[config.mk]
export PLATFORM = sky130hd
export DESIGN_NAME = max_pool
export DESIGN_NICKNAME = d
export VERILOG_FILES = /design/src/rtl/max_pool.sv
export SDC_FILE = /design/constraint.sdc
export NUM_CORES = 1
export LEC_CHECK = 0
export ABC_AREA = 1
export CAP_MARGIN = 20
export CELL_PAD_IN_SITES_DETAIL_PLACEMENT = 1
export CELL_PAD_IN_SITES_GLOBAL_PLACEMENT = 1
export CORE_UTILIZATION = 48
export DETAILED_ROUTE_END_ITERATION = 7
export DONT_BUFFER_PORTS = 1
export GPL_ROUTABILITY_DRIVEN = 0
export MAX_ROUTING_LAYER = met4
export PLACE_DENSITY = 0.78
export SETUP_SLACK_MARGIN = 0.05
export SLEW_MARGIN = 30
export SYNTH_ARGS = -nofsm -noshare
export SYNTH_HDL_FRONTEND = slang
export SYNTH_SLANG_ARGS = --single-unit
[constraint.sdc]
create_clock -name clk -period 5.4 [get_ports clk]
set_input_delay 1.08 -clock clk [delete_from_list [all_inputs] [get_ports clk]]
set_output_delay 1.08 -clock clk [all_outputs]
set_load 0.02 [all_outputs]
[src/rtl/max_pool.sv]
// 2x2 stride-2 max-pooling stage: reads conv ofmaps from DRAM one window at a time
// and writes one pooled pixel per window, under an enable/done handshake.
module max_pool #(
   parameter int                    DATA_WIDTH   = 32,
   parameter int                    ADDR_WIDTH   = 18,
   parameter int                    IFMAP_WIDTH  = 28,
   parameter int                    IFMAP_HEIGHT = 28,
   parameter int                    NUM_CHNL     = 6,
   parameter logic [ADDR_WIDTH-1:0] IN_BASE      = '0,
   parameter logic [ADDR_WIDTH-1:0] OUT_BASE     = ADDR_WIDTH'('h8000)
) (
   input  logic                  clk,
   input  logic                  srstn,
   input  logic                  enable,
   input  logic                  dram_valid,
   input  logic [DATA_WIDTH-1:0] data_in,
   output logic [DATA_WIDTH-1:0] data_out,
   output logic [ADDR_WIDTH-1:0] addr_in,
   output logic [ADDR_WIDTH-1:0] addr_out,
   output logic                  dram_en_rd,
   output logic                  dram_en_wr,
   output logic                  done
);

   localparam int OW   = IFMAP_WIDTH / 2;
   localparam int OH   = IFMAP_HEIGHT / 2;
   localparam int C_W  = $clog2(OW + 1);
   localparam int R_W  = $clog2(OH + 1);
   localparam int CH_W = $clog2(NUM_CHNL + 1);

   localparam logic [C_W-1:0]        C_LAST    = C_W'(OW - 1);
   localparam logic [R_W-1:0]        R_LAST    = R_W'(OH - 1);
   localparam logic [CH_W-1:0]       CH_LAST   = CH_W'(NUM_CHNL - 1);
   localparam logic [ADDR_WIDTH-1:0] IN_W      = ADDR_WIDTH'(IFMAP_WIDTH);
   localparam logic [ADDR_WIDTH-1:0] IN_STRIDE = ADDR_WIDTH'(IFMAP_WIDTH * IFMAP_HEIGHT);
   localparam logic [ADDR_WIDTH-1:0] OUT_W     = ADDR_WIDTH'(OW);
   localparam logic [ADDR_WIDTH-1:0] OUT_STRIDE = ADDR_WIDTH'(OW * OH);

   typedef enum logic [1:0] {
      S_IDLE,
      S_RD,
      S_WR,
      S_DONE
   } state_t;

   state_t                  state_q, state_d;
   logic [CH_W-1:0]         ch_q, ch_d;
   logic [R_W-1:0]          r_q, r_d;
   logic [C_W-1:0]          c_q, c_d;
   logic [1:0]              win_q, win_d;
   logic signed [DATA_WIDTH-1:0] max_q, max_d;
   logic [DATA_WIDTH-1:0]   data_out_q, data_out_d;
   logic [ADDR_WIDTH-1:0]   addr_in_q, addr_in_d;
   logic [ADDR_WIDTH-1:0]   addr_out_q, addr_out_d;
   logic                    rd_en_q, rd_en_d;
   logic                    wr_en_q, wr_en_d;
   logic                    done_q, done_d;
   logic                    last_pix;

   // {r, dy} is 2r+dy and {c, dx} is 2c+dx; everything wraps at ADDR_WIDTH.
   function automatic logic [ADDR_WIDTH-1:0] rd_addr(input logic [CH_W-1:0] ch,
                                                     input logic [R_W-1:0]  r,
                                                     input logic [C_W-1:0]  c,
                                                     input logic [1:0]      win);
      logic [ADDR_WIDTH-1:0] row;
      logic [ADDR_WIDTH-1:0] col;
      row = ADDR_WIDTH'({r, win[1]});
      col = ADDR_WIDTH'({c, win[0]});
      return IN_BASE + ADDR_WIDTH'(ch) * IN_STRIDE + row * IN_W + col;
   endfunction

   function automatic logic [ADDR_WIDTH-1:0] wr_addr(input logic [CH_W-1:0] ch,
                                                     input logic [R_W-1:0]  r,
                                                     input logic [C_W-1:0]  c);
      return OUT_BASE + ADDR_WIDTH'(ch) * OUT_STRIDE + ADDR_WIDTH'(r) * OUT_W + ADDR_WIDTH'(c);
   endfunction

   assign last_pix = (c_q == C_LAST) && (r_q == R_LAST) && (ch_q == CH_LAST);

   always_comb begin
      // NOTE: every *_d defaults to its *_q first so no path leaves a latch.
      state_d    = state_q;
      ch_d       = ch_q;
      r_d        = r_q;
      c_d        = c_q;
      win_d      = win_q;
      max_d      = max_q;
      data_out_d = data_out_q;
      addr_in_d  = addr_in_q;
      addr_out_d = addr_out_q;

      case (state_q)
         S_IDLE: begin
            if (enable) begin
               state_d = S_RD;
               ch_d    = '0;
               r_d     = '0;
               c_d     = '0;
               win_d   = '0;
            end
         end
         S_RD: begin
            if (!enable) begin
               state_d = S_IDLE;
            end else if (dram_valid) begin
               if ((win_q == 2'd0) || ($signed(data_in) > max_q)) max_d = data_in;
               if (win_q == 2'd3) state_d = S_WR;
               else               win_d   = win_q + 2'd1;
            end
         end
         S_WR: begin
            if (!enable) begin
               state_d = S_IDLE;
            end else begin
               win_d   = '0;
               state_d = last_pix ? S_DONE : S_RD;
               if (c_q != C_LAST) begin
                  c_d = c_q + C_W'(1);
               end else begin
                  c_d = '0;
                  if (r_q != R_LAST) begin
                     r_d = r_q + R_W'(1);
                  end else begin
                     r_d  = '0;
                     ch_d = (ch_q == CH_LAST) ? '0 : ch_q + CH_W'(1);
                  end
               end
            end
         end
         S_DONE: begin
            if (!enable) state_d = S_IDLE;
         end
         default: state_d = S_IDLE;
      endcase

      // Outputs are registered from the next state so they line up with state_q.
      rd_en_d = (state_d == S_RD);
      wr_en_d = (state_d == S_WR);
      done_d  = (state_d == S_DONE);
      if (state_d == S_RD) addr_in_d = rd_addr(ch_d, r_d, c_d, win_d);
      if (state_d == S_WR) begin
         data_out_d = max_d;
         addr_out_d = wr_addr(ch_d, r_d, c_d);
      end
   end

   // NOTE: state uses non-blocking assignments so every flop samples pre-edge values.
   always_ff @(posedge clk or negedge srstn) begin
      if (!srstn) begin
         state_q    <= S_IDLE;
         ch_q       <= '0;
         r_q        <= '0;
         c_q        <= '0;
         win_q      <= '0;
         max_q      <= '0;
         data_out_q <= '0;
         addr_in_q  <= '0;
         addr_out_q <= '0;
         rd_en_q    <= 1'b0;
         wr_en_q    <= 1'b0;
         done_q     <= 1'b0;
      end else begin
         state_q    <= state_d;
         ch_q       <= ch_d;
         r_q        <= r_d;
         c_q        <= c_d;
         win_q      <= win_d;
         max_q      <= max_d;
         data_out_q <= data_out_d;
         addr_in_q  <= addr_in_d;
         addr_out_q <= addr_out_d;
         rd_en_q    <= rd_en_d;
         wr_en_q    <= wr_en_d;
         done_q     <= done_d;
      end
   end

   assign data_out   = data_out_q;
   assign addr_in    = addr_in_q;
   assign addr_out   = addr_out_q;
   assign dram_en_rd = rd_en_q;
   assign dram_en_wr = wr_en_q;
   assign done       = done_q;

endmodule

==> impl_metrics.xml <==
<?xml version="1.0" encoding="UTF-8"?>
<metrics>
  <group name="setup_path">
    <metric name="r2r-start" unit="">c_q[1]</metric>
    <metric name="worstSetupStartpoint" unit="">c_q[1]</metric>
    <metric name="critical-path-max-stage-delay" unit="ns">0.41</metric>
    <metric name="req_time_crit_path" unit="ns">5.70</metric>
    <metric name="critical_path_class" unit="">reg2reg</metric>
    <metric name="setup.worst_path.start_class" unit="">register</metric>
    <metric name="worstSetupEndpointType" unit="">register</metric>
    <metric name="critical_path_peak_fanout" unit="">6</metric>
    <metric name="critical-path-top-cell-by-count" unit="">sky130_fd_sc_hd__nand2_1</metric>
    <metric name="worst_path_max_delay_cell" unit="">sky130_fd_sc_hd__dfrtp_1</metric>
    <metric name="crit_arrival" unit="ns">5.21</metric>
  </group>
  <group name="drt">
    <metric name="wl" unit="um">17150</metric>
    <metric name="vias_per_cell" unit="">5.301</metric>
    <metric name="first_iter_violations" unit="">241</metric>
    <metric name="detail_route.wl_per_cell" unit="um">17.00</metric>
    <metric name="via_count" unit="">5349</metric>
    <metric name="ant_nets" unit="">0</metric>
    <metric name="detail_route.drc_violations" unit="">0</metric>
    <metric name="drtPass1Iterations" unit="">4</metric>
  </group>
  <group name="layout">
    <metric name="final_area" unit="um2">7231</metric>
    <metric name="final_core_utilization" unit="%">52.09</metric>
    <metric name="nets" unit="">940</metric>
    <metric name="layoutNonFillerInstCount" unit="">1009</metric>
    <metric name="antenna_cells_inserted" unit="">0</metric>
    <metric name="drive_gt1_share" unit="%">5.428</metric>
    <metric name="area_growth_syn_to_layout" unit="%">6.173</metric>
  </group>
  <group name="synthesis">
    <metric name="syn_avg_cell_area" unit="um2">8.205</metric>
    <metric name="seq_cells_post_synth" unit="">109</metric>
    <metric name="synth-main-ff-cell" unit="">sky130_fd_sc_hd__dfrtp_1</metric>
    <metric name="synth_sequential_area_ratio" unit="%">40.05</metric>
    <metric name="synthMostInstantiatedCell" unit="">sky130_fd_sc_hd__nand2_1</metric>
    <metric name="synth_top_cells_by_count" unit="">212 x sky130_fd_sc_hd__nand2_1, 124 x sky130_fd_sc_hd__inv_1, 109 x sky130_fd_sc_hd__dfrtp_1</metric>
    <metric name="ys_top_cells_by_area" unit="">sky130_fd_sc_hd__dfrtp_1 40%, sky130_fd_sc_hd__ha_1 13%, sky130_fd_sc_hd__nand2_1 12%</metric>
    <metric name="area_of_the_mapped_netlist" unit="um2">6810</metric>
    <metric name="ys_warn_count" unit="">0</metric>
    <metric name="synthDominantAreaCellType" unit="">sky130_fd_sc_hd__dfrtp_1</metric>
    <metric name="netlist_instances" unit="">830</metric>
    <metric name="post-synth-top-area-fraction" unit="%">40.05</metric>
    <metric name="ys_async_sr_fraction" unit="%">100.0</metric>
    <metric name="ys_types" unit="">41</metric>
    <metric name="synth_enable_flop_cells" unit="">0</metric>
  </group>
  <group name="grt">
    <metric name="vias_in_the_first_global_route" unit="">5788</metric>
    <metric name="globalRouteTotalUtil" unit="%">25.65</metric>
    <metric name="pin_count_of_the_biggest_net_entering_global_routing" unit="">110</metric>
    <metric name="grt_pass1_wl" unit="um">28400</metric>
    <metric name="grt_overflow" unit="">0</metric>
    <metric name="grt_antenna_before_repair" unit="">0</metric>
  </group>
  <group name="timing">
    <metric name="worst_slew_pin_slew" unit="ns">0.7973</metric>
    <metric name="finalWorstSetupSlack" unit="ns">0.4832</metric>
    <metric name="hold_ws" unit="ns">0.4155</metric>
    <metric name="setup_viol_count_final" unit="">0</metric>
    <metric name="max-slew-margin-rel" unit="%">46.28</metric>
    <metric name="setup_tns" unit="ns">0</metric>
    <metric name="final.min_clock_period" unit="ns">4.917</metric>
    <metric name="skew" unit="ns">0.009606</metric>
    <metric name="finalHoldViolCount" unit="">0</metric>
    <metric name="max_clock_freq" unit="GHz">0.2034</metric>
    <metric name="drv_slew" unit="">0</metric>
    <metric name="period_share" unit="%">91.05</metric>
    <metric name="rsz0062_at_grt" unit="">no</metric>
  </group>
  <group name="power_and_ir_drop">
    <metric name="vdd.ir_drop.worst" unit="V">0.0001399</metric>
    <metric name="post-layout-total-power" unit="mW">2.433</metric>
    <metric name="leakagePower" unit="nW">3.989</metric>
    <metric name="power-per-cell-area" unit="nW/um2">336.5</metric>
  </group>
  <group name="outcome">
    <metric name="status" unit="">finished clean</metric>
  </group>
  <group name="place">
    <metric name="placed_area" unit="um2">6909</metric>
    <metric name="dpl.cell_count" unit="">993</metric>
    <metric name="place_ws" unit="ns">0.1646</metric>
    <metric name="place_hpwl" unit="um">12400</metric>
    <metric name="buffer_ports.inserted" unit="">0</metric>
  </group>
  <group name="clocking">
    <metric name="worst_setup_hold_path_clk_slew" unit="ns">0.08</metric>
    <metric name="clk_latency" unit="ns">0.36</metric>
    <metric name="cts_sinks" unit="">109</metric>
    <metric name="cts_root_buf" unit="">sky130_fd_sc_hd__clkbuf_16</metric>
    <metric name="htree_num_levels" unit="">3</metric>
    <metric name="cts_tree" unit="">built</metric>
    <metric name="cts-buffers-inserted" unit="">9</metric>
    <metric name="clock_tree.buffer_depth" unit="">2</metric>
    <metric name="ctsHoldBuffers" unit="">0</metric>
  </group>
  <group name="floorplan">
    <metric name="horiz_die_dim" unit="um">121.1</metric>
    <metric name="design.die.area" unit="um2">14670</metric>
    <metric name="die_height" unit="um">121.1</metric>
    <metric name="fp.coreArea" unit="um2">13880</metric>
    <metric name="ios" unit="">107</metric>
    <metric name="row_count" unit="">43</metric>
    <metric name="initial_util" unit="%">49.06</metric>
  </group>
  <group name="worst_hold_path">
    <metric name="holdCritPathClass" unit="">in2async</metric>
  </group>
  <group name="flow_run">
    <metric name="max-cap-violations" unit="">0</metric>
  </group>
</metrics>
[registers in the layout, summed over array words and instances, names as in the netlist]
signal,flops
addr_in,14
addr_out,13
c_q,4
ch_q,3
data_out,32
done,1
dram_en_rd,1
dram_en_wr,1
max_q,32
r_q,4
state_q,2
win_q,2
[cell families after synthesis]
logic type      synth area share (%)
simple gates                   25.11
fa+ha+maj                      15.69
xor+xnor                       2.701
buf+inv                        10.05
flops                          40.05
other cells                  0.05506
compound gates                 6.338
[area by class of cell]
| class | instances | area (um2) |
|---|---|---|
| inverter | 128 | 480.5 |
| sequential | 109 | 2728 |
| tap | 180 | 225.2 |
| fill | 1684 | 6650 |
| clock buffer | 10 | 229.0 |
| timing repair buffer | 6 | 45.04 |
| multi-input combinational | 570 | 3436 |
| clock inverter | 6 | 87.58 |
[where the power goes]
group / switching [mW] / total (mW) / internal, mW
clock network: 0.323 / 0.730 / 0.407
registers: 0.170 / 1.14 / 0.974
logic: 0.344 / 0.558 / 0.214
total: 0.837 / 2.43 / 1.60
[cell usage in the layout, fill, tap and decap left out, drive strengths merged]
| cell | netlist | layout |
|---|---|---|
| a211oi | 2 | 2 |
| a21o | 1 | 1 |
| a21oi | 29 | 29 |
| a31o | 1 | 1 |
| a31oi | 5 | 5 |
| a32oi | 1 | 1 |
| and2 | 32 | 32 |
| buf | 21 | 6 |
| bufinv | 0 | 2 |
| clkbuf | 10 | 10 |
| clkinv | 0 | 1 |
| clkinvlp | 0 | 3 |
| conb | 1 | 9 |
| dfrtp | 109 | 109 |
| fa | 9 | 9 |
| ha | 71 | 71 |
| inv | 128 | 128 |
| nand2 | 215 | 215 |
| nand3 | 85 | 85 |
| nand4 | 4 | 4 |
| nor2 | 38 | 38 |
| nor3 | 7 | 7 |
| nor4 | 1 | 1 |
| o21a | 1 | 1 |
| o21ai | 26 | 26 |
| o21bai | 2 | 2 |
| o22ai | 2 | 2 |
| o31ai | 2 | 2 |
| o32ai | 1 | 1 |
| or2 | 4 | 4 |
| or4 | 1 | 1 |
| xnor2 | 7 | 7 |
| xor2 | 14 | 14 |
[final timing paths]
kind,slack (ns),end,cells past startpoint
hold / removal,0.42,data_out[9],0
min in group clk,0.59,max_q[6],3
hold reg to reg,0.59,max_q[6],3
setup reg to reg,0.48,addr_in[12],30
max in group asynchronous,4.86,max_q[19],0
setup / recovery,0.48,addr_in[12],30
[repair_timing]
action	in CTS	in global routing
resized for setup	0	1
setup buffers	0	0
endpoints found under the setup margin	0	1
[critical path, delay by kind of cell, from the launching register on]
kind,cells,cell delay [ns]
simple gates,14,1.45
compound gates,5,1.01
buf+inv,6,0.50
fa+ha+maj,5,1.47
flops,1,0.41
[routing by layer]
layer	track usage [%]	share of wire, %
met4	8.488	1.9
met2	45.54	53
met5	-	0
met3	3.665	3.5
met1	29.70	41
Power figures use the tool's default switching activity.
==> RTL edit (same settings) <==
Add an input register stage for `enable`, `dram_valid` and `data_in`; this delays them by one clock.
--- a/src/rtl/max_pool.sv
+++ b/src/rtl/max_pool.sv
@@ -44,2 +44,12 @@
    } state_t;
+
+   logic enable_q;
+   logic dram_valid_q;
+   logic [DATA_WIDTH-1:0] data_q;
+
+   always_ff @(posedge clk) begin
+      enable_q     <= enable;
+      dram_valid_q <= dram_valid;
+      data_q       <= data_in;
+   end
 
@@ -93,3 +103,3 @@
          S_IDLE: begin
-            if (enable) begin
+            if (enable_q) begin
                state_d = S_RD;
@@ -102,6 +112,6 @@
          S_RD: begin
-            if (!enable) begin
+            if (!enable_q) begin
                state_d = S_IDLE;
-            end else if (dram_valid) begin
-               if ((win_q == 2'd0) || ($signed(data_in) > max_q)) max_d = data_in;
+            end else if (dram_valid_q) begin
+               if ((win_q == 2'd0) || ($signed(data_q) > max_q)) max_d = data_q;
                if (win_q == 2'd3) state_d = S_WR;
@@ -111,3 +121,3 @@
          S_WR: begin
-            if (!enable) begin
+            if (!enable_q) begin
                state_d = S_IDLE;
@@ -130,3 +140,3 @@
          S_DONE: begin
-            if (!enable) state_d = S_IDLE;
+            if (!enable_q) state_d = S_IDLE;
          end
Formal check against the unedited RTL: not equivalent (Yosys sat finds a counterexample within 4 cycles, from zero or initial values and one cycle with srstn low).
==> RTL edit against the unedited design <==
Via count increased by 8.6%. Design area up 15%. Worst setup slack worse by 67 ps. Area after synthesis is 11% higher. Power rose by 27%. Wire length increased by 14%. Sequential cell count rose by 34. Synthesized cell count is 4.8% higher. Clock skew down 0.97 ps. Largest power group unchanged.
==> RTL edit: results (changes against the unedited design) <==
[cts]
postCtsSetupBuffers = 0  ; unchanged
clk_pin_slew_ps = 60  ; -20 ps
h-tree-depth = 4  ; +1
cts_sinks = 143  ; +31%
worstSkewPairLatency_ps = 430  ; +70 ps
cts_buffers = 17  ; +8

[critical_path]
r2r_cells = 24  ; -20%
slowest_delay_ps = 500  ; +90 ps
timing.rr.end = addr_out[9]
r2r_slack_ps = 420  ; -70 ps
cpMaxStageDelayCell = fa_1

[cells_and_area]
post-route-util_pct = 54.41  ; +2.3 points
clkCellAreaFrac_pct = 7.192  ; +2.8 points
multi_input_area_um2 = 3523  ; +2.5%
multi_input_gates = 573  ; +0.53%
nClkBuffers = 21  ; +11
n_fill_cell = 1837  ; +9.1%
buffer_area_share_pct = 0.5405  ; -0.082 points
drive_gt1_share_pct = 8.814  ; +3.4 points
inv_count = 131  ; +2.3%
final_nets = 988  ; +5.1%

[yosys]
synth-compound-area-share_pct = 5.979  ; -0.36 points
synthAdderAreaFrac_pct = 14.10  ; -1.6 points
syn_area_per_cell_um2 = 8.708  ; +6.1%
synth_area_leaders = dfrtp_1, ha_1, nand2_1
async_flop_share_pct = 76.22  ; -24 points
ys_seq_area_share_pct = 44.99  ; +4.9 points
synth_commonest_cells = nand2_1, inv_1, dfrtp_1
ys_types = 44  ; +7.3%
synthXorXnorAreaFrac_pct = 2.428  ; -0.27 points

[drt]
wl_met2_um = 10520  ; +15%
wl_met1_um = 7682  ; +8.7%
routed-wl-met3_um = 677  ; +13%
drt_iter0_drc = 294  ; +22%
vias = 5809  ; +8.6%
wl_um = 19540  ; +14%

[grt]
first_global_vias = 6503  ; +12%
use_met3_pct = 5.653  ; +2.0 points
use_met2_pct = 47.03  ; +1.5 points
grt_pass1_wl_um = 32080  ; +13%
grt_util_met1_pct = 27.99  ; -1.7 points

[place]
dp_hpwl_um = 13000  ; +4.8%
dpl-instance-area_um2 = 7712  ; +12%

[sta]
slew_headroom_pct = 44.65  ; -1.6 points
fin_skew_ps = 8.635  ; -0.9707 ps

[pwr]
p_int_uw = 2166  ; +36%
power_leakage_uw = 0.004422  ; +11%
pwr_density_cell_nw_per_um2 = 371.4  ; +10%
ir_drop_uv = 217.5  ; +55%

[run_status]
outcome = complete, no violations

==> RTL edit: power groups by stage <==
stage	logic (uW)	clock network [uW]	registers, uW
final	537	1200	1350
after global routing	622	1270	1370
after CTS	544	1230	1360
after detailed placement	526	0	1370
after global placement	493	0	1370
after floorplan	432	0	1350
==> RTL edit: per-stage QoR <==
step / setup slack, ps / hold slack (ps) / total power (uW)
2_1_floorplan: 795.1 / 539.6 / 1780
4_1_cts: 60.24 / 318.2 / 3126
5_1_grt: 51.35 / 322.5 / 3262
3_3_place_gp: 504.6 / 558.8 / 1860
6_report: 415.8 / 338.6 / 3095
3_5_place_dp: 177.3 / 575.9 / 1900
==> RTL edit: what timing repair did <==
action,CTS,global route
hold buffers,0,0
resized for setup,0,9
endpoints found under the setup margin,0,9
hold endpoints to repair,0,0
==> RTL edit: cells by family after synthesis <==
kind of cell | count (synthesis)
xor+xnor | 21
fa+ha+maj | 80
simple gates | 385
flops | 143
compound gates | 78
buf+inv | 162
other cells | 1
